`src/rtl/id_ex_stage.sv`:
```
// ID/EX pipeline register in front of the ALU: decodes the ALU control code, detects
// load-use hazards (stall plus bubble), honours branch flush and counts stall bubbles.
module id_ex_stage #(
  parameter int DATA_W = 32,
  parameter int REG_AW = 5,
  parameter int CNT_W  = 16
) (
  input  logic              clk,
  input  logic              rst_n,
  input  logic              id_valid_i,
  input  logic [DATA_W-1:0] id_rs_data_i,
  input  logic [DATA_W-1:0] id_rt_data_i,
  input  logic [DATA_W-1:0] id_imm_i,
  input  logic [REG_AW-1:0] id_rs_i,
  input  logic [REG_AW-1:0] id_rt_i,
  input  logic [REG_AW-1:0] id_rd_i,
  input  logic [1:0]        id_alu_op_i,
  input  logic [5:0]        id_funct_i,
  input  logic              id_b_imm_i,
  input  logic              id_reg_dst_i,
  input  logic              id_mem_read_i,
  input  logic              id_mem_write_i,
  input  logic              id_reg_write_i,
  input  logic              id_mem_to_reg_i,
  input  logic              flush_i,
  output logic              ex_valid_o,
  output logic [DATA_W-1:0] ex_a_o,
  output logic [DATA_W-1:0] ex_b_o,
  output logic [2:0]        ex_alu_ctl_o,
  output logic [DATA_W-1:0] ex_store_data_o,
  output logic [REG_AW-1:0] ex_wr_reg_o,
  output logic [REG_AW-1:0] ex_rs_o,
  output logic [REG_AW-1:0] ex_rt_o,
  output logic              ex_mem_read_o,
  output logic              ex_mem_write_o,
  output logic              ex_reg_write_o,
  output logic              ex_mem_to_reg_o,
  output logic              ex_illegal_o,
  output logic              stall_o,
  output logic [CNT_W-1:0]  stall_cnt_o
);

  localparam logic [2:0] CTL_AND = 3'b000;
  localparam logic [2:0] CTL_OR  = 3'b001;
  localparam logic [2:0] CTL_ADD = 3'b010;
  localparam logic [2:0] CTL_SUB = 3'b110;
  localparam logic [2:0] CTL_SLT = 3'b111;

  localparam logic [CNT_W-1:0] CNT_MAX = {CNT_W{1'b1}};
  localparam logic [CNT_W-1:0] CNT_ONE = {{(CNT_W-1){1'b0}}, 1'b1};

  // Returns {illegal, alu_ctl}; unknown R-type funct falls back to ADD and is flagged.
  function automatic logic [3:0] alu_decode(input logic [1:0] op, input logic [5:0] funct);
    logic [3:0] res;
    res = {1'b0, CTL_ADD};
    case (op)
      2'b00: res = {1'b0, CTL_ADD};
      2'b01: res = {1'b0, CTL_SUB};
      2'b11: res = {1'b0, CTL_SLT};
      2'b10: begin
        case (funct)
          6'b100000: res = {1'b0, CTL_ADD};
          6'b100010: res = {1'b0, CTL_SUB};
          6'b100100: res = {1'b0, CTL_AND};
          6'b100101: res = {1'b0, CTL_OR};
          6'b101010: res = {1'b0, CTL_SLT};
          default:   res = {1'b1, CTL_ADD};
        endcase
      end
      default: res = {1'b0, CTL_ADD};
    endcase
    return res;
  endfunction

  logic              uses_rt;
  logic              rs_hit;
  logic              rt_hit;
  logic              hazard;
  logic              load;
  logic              cnt_inc;
  logic [3:0]        dec;

  logic              n_valid;
  logic [DATA_W-1:0] n_a;
  logic [DATA_W-1:0] n_b;
  logic [2:0]        n_ctl;
  logic [DATA_W-1:0] n_store;
  logic [REG_AW-1:0] n_wr;
  logic [REG_AW-1:0] n_rs;
  logic [REG_AW-1:0] n_rt;
  logic              n_mr;
  logic              n_mw;
  logic              n_rw;
  logic              n_m2r;
  logic              n_ill;

  // Load-use hazard: the load in EX writes a register the ID instruction reads.
  always_comb begin
    uses_rt = ~id_b_imm_i | id_mem_write_i;
    rs_hit  = (ex_wr_reg_o == id_rs_i);
    rt_hit  = uses_rt & (ex_wr_reg_o == id_rt_i);
    hazard  = id_valid_i & ex_valid_o & ex_mem_read_o &
              (ex_wr_reg_o != {REG_AW{1'b0}}) & (rs_hit | rt_hit);
    load    = ~flush_i & ~hazard & id_valid_i;
    cnt_inc = ~flush_i & hazard & (stall_cnt_o != CNT_MAX);
  end

  assign stall_o = hazard;

  // Next EX contents: either the decoded ID instruction or a bubble.
  always_comb begin
    dec     = alu_decode(id_alu_op_i, id_funct_i);
    n_valid = 1'b0;
    n_a     = {DATA_W{1'b0}};
    n_b     = {DATA_W{1'b0}};
    n_ctl   = CTL_ADD;
    n_store = {DATA_W{1'b0}};
    n_wr    = {REG_AW{1'b0}};
    n_rs    = {REG_AW{1'b0}};
    n_rt    = {REG_AW{1'b0}};
    n_mr    = 1'b0;
    n_mw    = 1'b0;
    n_rw    = 1'b0;
    n_m2r   = 1'b0;
    n_ill   = 1'b0;
    if (load) begin
      n_valid = 1'b1;
      n_a     = id_rs_data_i;
      n_b     = id_b_imm_i ? id_imm_i : id_rt_data_i;
      n_ctl   = dec[2:0];
      n_store = id_rt_data_i;
      n_wr    = id_reg_dst_i ? id_rd_i : id_rt_i;
      n_rs    = id_rs_i;
      n_rt    = id_rt_i;
      n_mr    = id_mem_read_i;
      n_mw    = id_mem_write_i;
      n_rw    = id_reg_write_i;
      n_m2r   = id_mem_to_reg_i;
      n_ill   = dec[3];
    end else begin
      n_valid = 1'b0;
    end
  end

  // EX pipeline register.
  always_ff @(posedge clk or negedge rst_n) begin
    if (!rst_n) begin
      ex_valid_o      <= 1'b0;
      ex_a_o          <= {DATA_W{1'b0}};
      ex_b_o          <= {DATA_W{1'b0}};
      ex_alu_ctl_o    <= CTL_ADD;
      ex_store_data_o <= {DATA_W{1'b0}};
      ex_wr_reg_o     <= {REG_AW{1'b0}};
      ex_rs_o         <= {REG_AW{1'b0}};
      ex_rt_o         <= {REG_AW{1'b0}};
      ex_mem_read_o   <= 1'b0;
      ex_mem_write_o  <= 1'b0;
      ex_reg_write_o  <= 1'b0;
      ex_mem_to_reg_o <= 1'b0;
      ex_illegal_o    <= 1'b0;
    end else begin
      ex_valid_o      <= n_valid;
      ex_a_o          <= n_a;
      ex_b_o          <= n_b;
      ex_alu_ctl_o    <= n_ctl;
      ex_store_data_o <= n_store;
      ex_wr_reg_o     <= n_wr;
      ex_rs_o         <= n_rs;
      ex_rt_o         <= n_rt;
      ex_mem_read_o   <= n_mr;
      ex_mem_write_o  <= n_mw;
      ex_reg_write_o  <= n_rw;
      ex_mem_to_reg_o <= n_m2r;
      ex_illegal_o    <= n_ill;
    end
  end

  // Saturating bubble counter; a flushed stall does not count.
  always_ff @(posedge clk or negedge rst_n) begin
    if (!rst_n) begin
      stall_cnt_o <= {CNT_W{1'b0}};
    end else if (cnt_inc) begin
      stall_cnt_o <= stall_cnt_o + CNT_ONE;
    end else begin
      stall_cnt_o <= stall_cnt_o;
    end
  end

endmodule

```
`config.mk`:
```
export PLATFORM = sky130hd
export DESIGN_NAME = id_ex_stage
export DESIGN_NICKNAME = d
export VERILOG_FILES = /design/src/rtl/id_ex_stage.sv
export SDC_FILE = /design/constraint.sdc
export NUM_CORES = 1
export LEC_CHECK = 0
export ABC_AREA = 1
export BUFFER_PORTS_ARGS = -buffer_cell sky130_fd_sc_hd__buf_2
export CAP_MARGIN = 20
export CELL_PAD_IN_SITES_DETAIL_PLACEMENT = 1
export CELL_PAD_IN_SITES_GLOBAL_PLACEMENT = 1
export CORE_ASPECT_RATIO = 1.4
export CORE_MARGIN = 4
export CORE_UTILIZATION = 33
export CTS_CLUSTER_DIAMETER = 40
export CTS_CLUSTER_SIZE = 10
export DETAILED_ROUTE_END_ITERATION = 16
export PLACE_DENSITY_LB_ADDON = 0.1
export SYNTH_ARGS = -nofsm -noshare
export SYNTH_HDL_FRONTEND = slang
export SYNTH_SLANG_ARGS = --single-unit
```
`constraint.sdc`:
```
create_clock -name clk -period 1.9 [get_ports clk]
set_input_delay 0.19 -clock clk [delete_from_list [all_inputs] [get_ports clk]]
set_output_delay 0.19 -clock clk [all_outputs]
set_load 0.005 [all_outputs]
```
======== Word-level counts from Yosys, hierarchy flattened ========
Index checks and enable logic that the tools add are counted.
storage, ports and cells
  register bits after elaboration ......... 136
  latch bits .............................. 0
  RAM bits ................................ 0
  bits in read-only memories .............. 0
  word-level logic and storage cells ...... 59
  memories ................................ 0
operators by class
  $add $sub $neg .......................... 1
  multiply operators ...................... 0
  divide/modulo/power cells ............... 0
  order comparisons ....................... 0
  equality and inequality tests ........... 11
  shift operators ......................... 0
  multiplexer cells ....................... 17
  bitwise gates (word level) .............. 14
  reductions and logical operators ........ 2
operator list
  cell                                                 count
  2-to-1 mux 32 bit                                    4
  equality test 6 bit, second input constant           5
  2-to-1 mux 5 bit                                     4
  one-hot mux 4 bit (5 select lines)                   1
  adder 16 x 1 -> 16 bit, second input constant        1
  inequality test 16 bit, second input constant        1
  one-hot mux 4 bit (4 select lines)                   1
  equality test 5 bit                                  2
  AND 1 bit                                            9
  2-to-1 mux 1 bit                                     6
  nonzero test 5 bit                                   1
  equality test 2 bit, second input constant           2
  2-to-1 mux 3 bit                                     1
  inverter 1 bit                                       3
  equality test 2 x 1 -> 1 bit, second input constant  1
  logical NOT 2 bit                                    1
  OR 1 bit                                             2

======== Depth between registers and ports, before layout ========
  depth in word-level cells ............... 9
  mapped depth ............................ 12

======== Worst setup path before layout ========
Ideal clock, no wire load.
  kind .................................... register -> register
  start point ............................. reg stall_cnt_o[0]
  end point ............................... reg stall_cnt_o[5]
  arrival time ............................ 1.435 ns
  data required time ...................... 1.784 ns
  path slack .............................. 0.348 ns
  stages on the path, launching flop included .. 9
  buffers on the path ..................... 1
  period minus slack after synthesis ...... 1.552 ns
  cell sequence ........................... dfrtp_1 > ha_1 > nand3_1 > inv_1 > nand4_1 > nand4_1 > buf_4 > nand2_1 > nand2_1
between the ends
  cells in the longest elaborated chain, start to end .. 2
  elaborated cells between the ends (all ways) .. 3
RTL lines
  what                                                            RTL line  text
  start, declared                                                 40        output logic [CNT_W-1:0] stall_cnt_o
  start signal, assigned                                          181       stall_cnt_o <= {CNT_W{1'b0}};
  start signal, assigned                                          183       stall_cnt_o <= stall_cnt_o + CNT_ONE;
  start signal, assigned                                          185       stall_cnt_o <= stall_cnt_o;
  branches (longest 2 deep; another with adder 16 x 1 -> 16 bit)  --
Several ways; the timed one is not identified.
A chain may end at the register's enable or synchronous reset.

======== Worst setup path after layout ========
  start point ............................. reg ex_wr_reg_o[2]
  end point ............................... out stall_o
between the ends
  cells in the longest elaborated chain, start to end .. 4
  elaborated cells between the ends (all ways) .. 7
RTL lines
  what                    RTL line  text
  start, declared         31        output logic [REG_AW-1:0] ex_wr_reg_o,
  start signal, assigned  153       ex_wr_reg_o <= {REG_AW{1'b0}};
  start signal, assigned  167       ex_wr_reg_o <= n_wr;
  equality test 5 bit     101       rt_hit = uses_rt & (ex_wr_reg_o == id_rt_i);
  AND 1 bit               101
  OR 1 bit                103       (ex_wr_reg_o != {REG_AW{1'b0}}) & (rs_hit | rt_hit);
  AND 1 bit (*)           103
  end, declared           39        output logic stall_o,
Mark *: on every way between the ends. The rest lies on a longest branch, timed or not.

==> key figures <==
Cells and area
  • Area grow syn2layout: 52.2%
  • # fillers: 1957
  • Share of cells above drive strength 1: 0.332
  • Most frequent cells in the layout: buf_2 (264), nor2_1 (176), dfrtp_1 (133), nand2_1 (98), inv_1 (95)
  • Nets@finish: ~1100
  • Commonest non-fill, non-tap cell in the layout: buf_2
  • Final core occ: 0.510

Detailed routing
  • Vias post-DR: 5198
  • Overall routed net length: roughly 18000 microns
  • DR iter-0 viols: roughly 160
  • DRC Markers: 0
  • Post-route ant nets: 0
  • TritonRoute pass-1 iters: 4
  • Via density: 4.48
  • Routed wire per std cell: 15.9 microns

Pwr
  • Worst vdd ir: about 0.00051 V
  • Power Density: approximately 900 nW/um^2
  • Overall power: ~7 mW
  • Leak: between 4 and 5 nW

Min path
  • Hold Crit Class: in -> reg

Placement
  • Post-detail-place hpwl: around 13000 microns
  • I/O Buffers: about 270
  • Gpl congestion: slightly below 0.8

Critical path
  • Crit-path cells: nand2_1 -> nand2_1 -> nor2_1 -> nand3_1 -> nand2_2 -> nand2_2 -> inv_2 -> buf_2
  • Critical Path AT: roughly 1.6 ns
  • Critical Path RT: 1.71 ns
  • CP Launch Type: register
  • CP Max Fanout: 5
  • Crit Path Category: reg -> out
  • Critical Path Max Stage Delay: around 0.45 ns
  • Slowest cell on crit path: dfrtp_2
  • CP endpoint kind: output port

Run
  • Max cap viols: 0

Synthesis
  • Register area share after synthesis: 0.628
  • Synth Register Bits: 136
  • Post-Syn Nets: ~750
  • Avg Cell Area, Syn: 8.81 sq um
  • Main combinational cell family by area after synthesis: simple AND/OR/NAND/NOR gates
  • Fraction of the mapped netlist area in adder cells: 0.00231
  • XOR/XNOR Fraction of Synth Area: 0.0242
  • Mux cell area share after synthesis: 0
  • Cell count after synthesis: roughly 620
  • Post-Syn Area: between 5000 and 6000 sq um
  • Netlist cell types: 21
  • Compound-cell area share of the yosys netlist: 0.0370
  • Simple-gate portion of the synthesized area: 0.215
  • YS warnings: 0

Clock tree
  • TritonCTS clock tree: done
  • CTS Sinks: between 100 and 150
  • Number of CTS-inserted buffers: 17
  • H-tree Lvls: 4
  • CTS root buf: clkbuf_16
  • Clk slew on worst S/H paths: 0.06 ns
  • Clock latency on the worst-skew pair: approximately 0.42 ns
  • CTS Buffer Depth: 2

Die
  • Die width: around 120 microns
  • DIE AREA: 18600 sq um
  • Starting Density: 0.335
  • Ports: 266
  • Height of the die: approximately 160 microns
  • Core area: 16200 sq um
  • Row cnt: 55

Status
  • Outcome: complete, no violations

STA
  • Measured slew at the worst slew-check pin: between 0.6 and 0.7 ns
  • Final Setup Violations: 0
  • Slew Viols, Final: 0
  • Clock Skews: roughly 0.009 ns
  • Post-layout min period: between 1.5 and 2 ns
  • RSZ-0062 raised after global routing: false
  • Hold Fails Final Rpt: 0
  • Period utilization: 0.935
  • Fin Hold WS: around 0.019 ns
  • Fmax: about 560 MHz
  • Setup TNS: 0 ns
  • Worst slew margin: 0.569

GRT
  • Vias in the first global route: between 5000 and 6000
  • First-pass GRT wire length: around 29000 microns
  • Total global-route track usage: 0.203
  • Aggregate global routing overflow: 0
  • Pin count of the biggest net entering global routing: 80
  • Initial antenna violation count: 3
## state kept, by name (all words and copies together) (netlist names)
register	cells
ex_valid_o	1
ex_rt_o	5
ex_mem_write_o	1
ex_rs_o	5
ex_a_o	32
stall_cnt_o	16
ex_alu_ctl_o	3
ex_wr_reg_o	5
ex_store_data_o	32
ex_reg_write_o	1
ex_mem_read_o	1
ex_mem_to_reg_o	1
ex_b_o	32
ex_illegal_o	1
## per-layer routing
layer | vias up | track usage | routed length (microns)
met3 | 49 | 0.0791 | 1580
met1 | 2473 | 0.209 | 6450
met2 | 197 | 0.353 | 9660
met5 | - | 0 | 13
met4 | 2 | 0.0966 | 736
li1 | 2477 | - | -
## worst paths after layout
kind                                       from            endpoint  slack [ns]  cells past startpoint
worst min-delay path            id_rt_data_i[8]  ex_store_data_o[8]        0.02                      3
max in group asynchronous                 rst_n     ex_alu_ctl_o[1]        0.92                      3
worst min register to register   stall_cnt_o[1]      stall_cnt_o[1]        0.56                      2
worst max-delay path             ex_wr_reg_o[2]             stall_o        0.12                      8
min in group asynchronous                 rst_n      stall_cnt_o[5]        0.30                      2
worst max register to register   ex_wr_reg_o[2]      stall_cnt_o[8]        0.16                     10
## critical path, delay by kind of cell (launching register included)
| kind | cells | cell delay (ns) |
|---|---|---|
| DFF | 1 | 0.45 |
| buffers and inverters | 2 | 0.18 |
| and+or+nand+nor | 6 | 0.54 |
## logic make-up after synthesis
logic type,Yosys count
buffers and inverters,122
XOR/XNOR,15
AND/OR/NAND/NOR,301
flip-flops,136
AO/OA/AOI/OAI,40
adder cells (fa/ha/maj),1
## synthesized netlist by cell type (all sizes together)
library cell	instances	area [sq um]
and3	1	6.26
nor3	7	35.0
buf	17	109
nand4	2	12.5
a21oi	38	190
nand3	14	70.1
xor2	7	61.3
xnor2	8	70.1
o21ai	2	10.0
nand2	100	375
inv	99	372
nor2	177	667
clkbuf	6	22.5
ha	1	12.5
dfstp	1	26.3
dfrtp	135	3380
## cell type report
class / instances / area (sq um) / share of cell area
sequential: 136 / 3410 / 0.413
timing repair buffer: 336 / 2050 / 0.249
multi-input combinational: 357 / 1540 / 0.187
clock buffer: 19 / 443 / 0.0537
inverter: 99 / 372 / 0.0451
tap: 199 / 249 / 0.0302
clock inverter: 13 / 178 / 0.0216
antenna: 2 / 5.00 / 0.000607
## what timing repair did
| item | CTS | global route |
|---|---|---|
| pin swaps | 0 | 2 |
| hold buffers | 60 | 0 |
| gates resized for setup | 3 | 6 |
| buffers inserted | 0 | 1 |
| setup endpoints to repair | 3 | 17 |
| hold endpoints to repair | 107 | 0 |
## stage by stage
stage | std cells | cell area [sq um] | setup slack, ns
detailed placement | 1066 | 6990 | -0.0108
CTS | 1158 | 8220 | 0.0209
global placement | 1066 | 6990 | 0.101
finish | 1161 | 8240 | 0.123
global route | 1161 | 8240 | 0.00781
floorplan | 615 | 5420 | 0.348
## power breakdown
part           switching [mW]  total (mW)  internal (mW)
sequential             0.0323        3.03           3.00
clock                    1.25        3.47           2.22
combinational           0.376       0.714          0.337
Power figures use the tool's default switching activity.
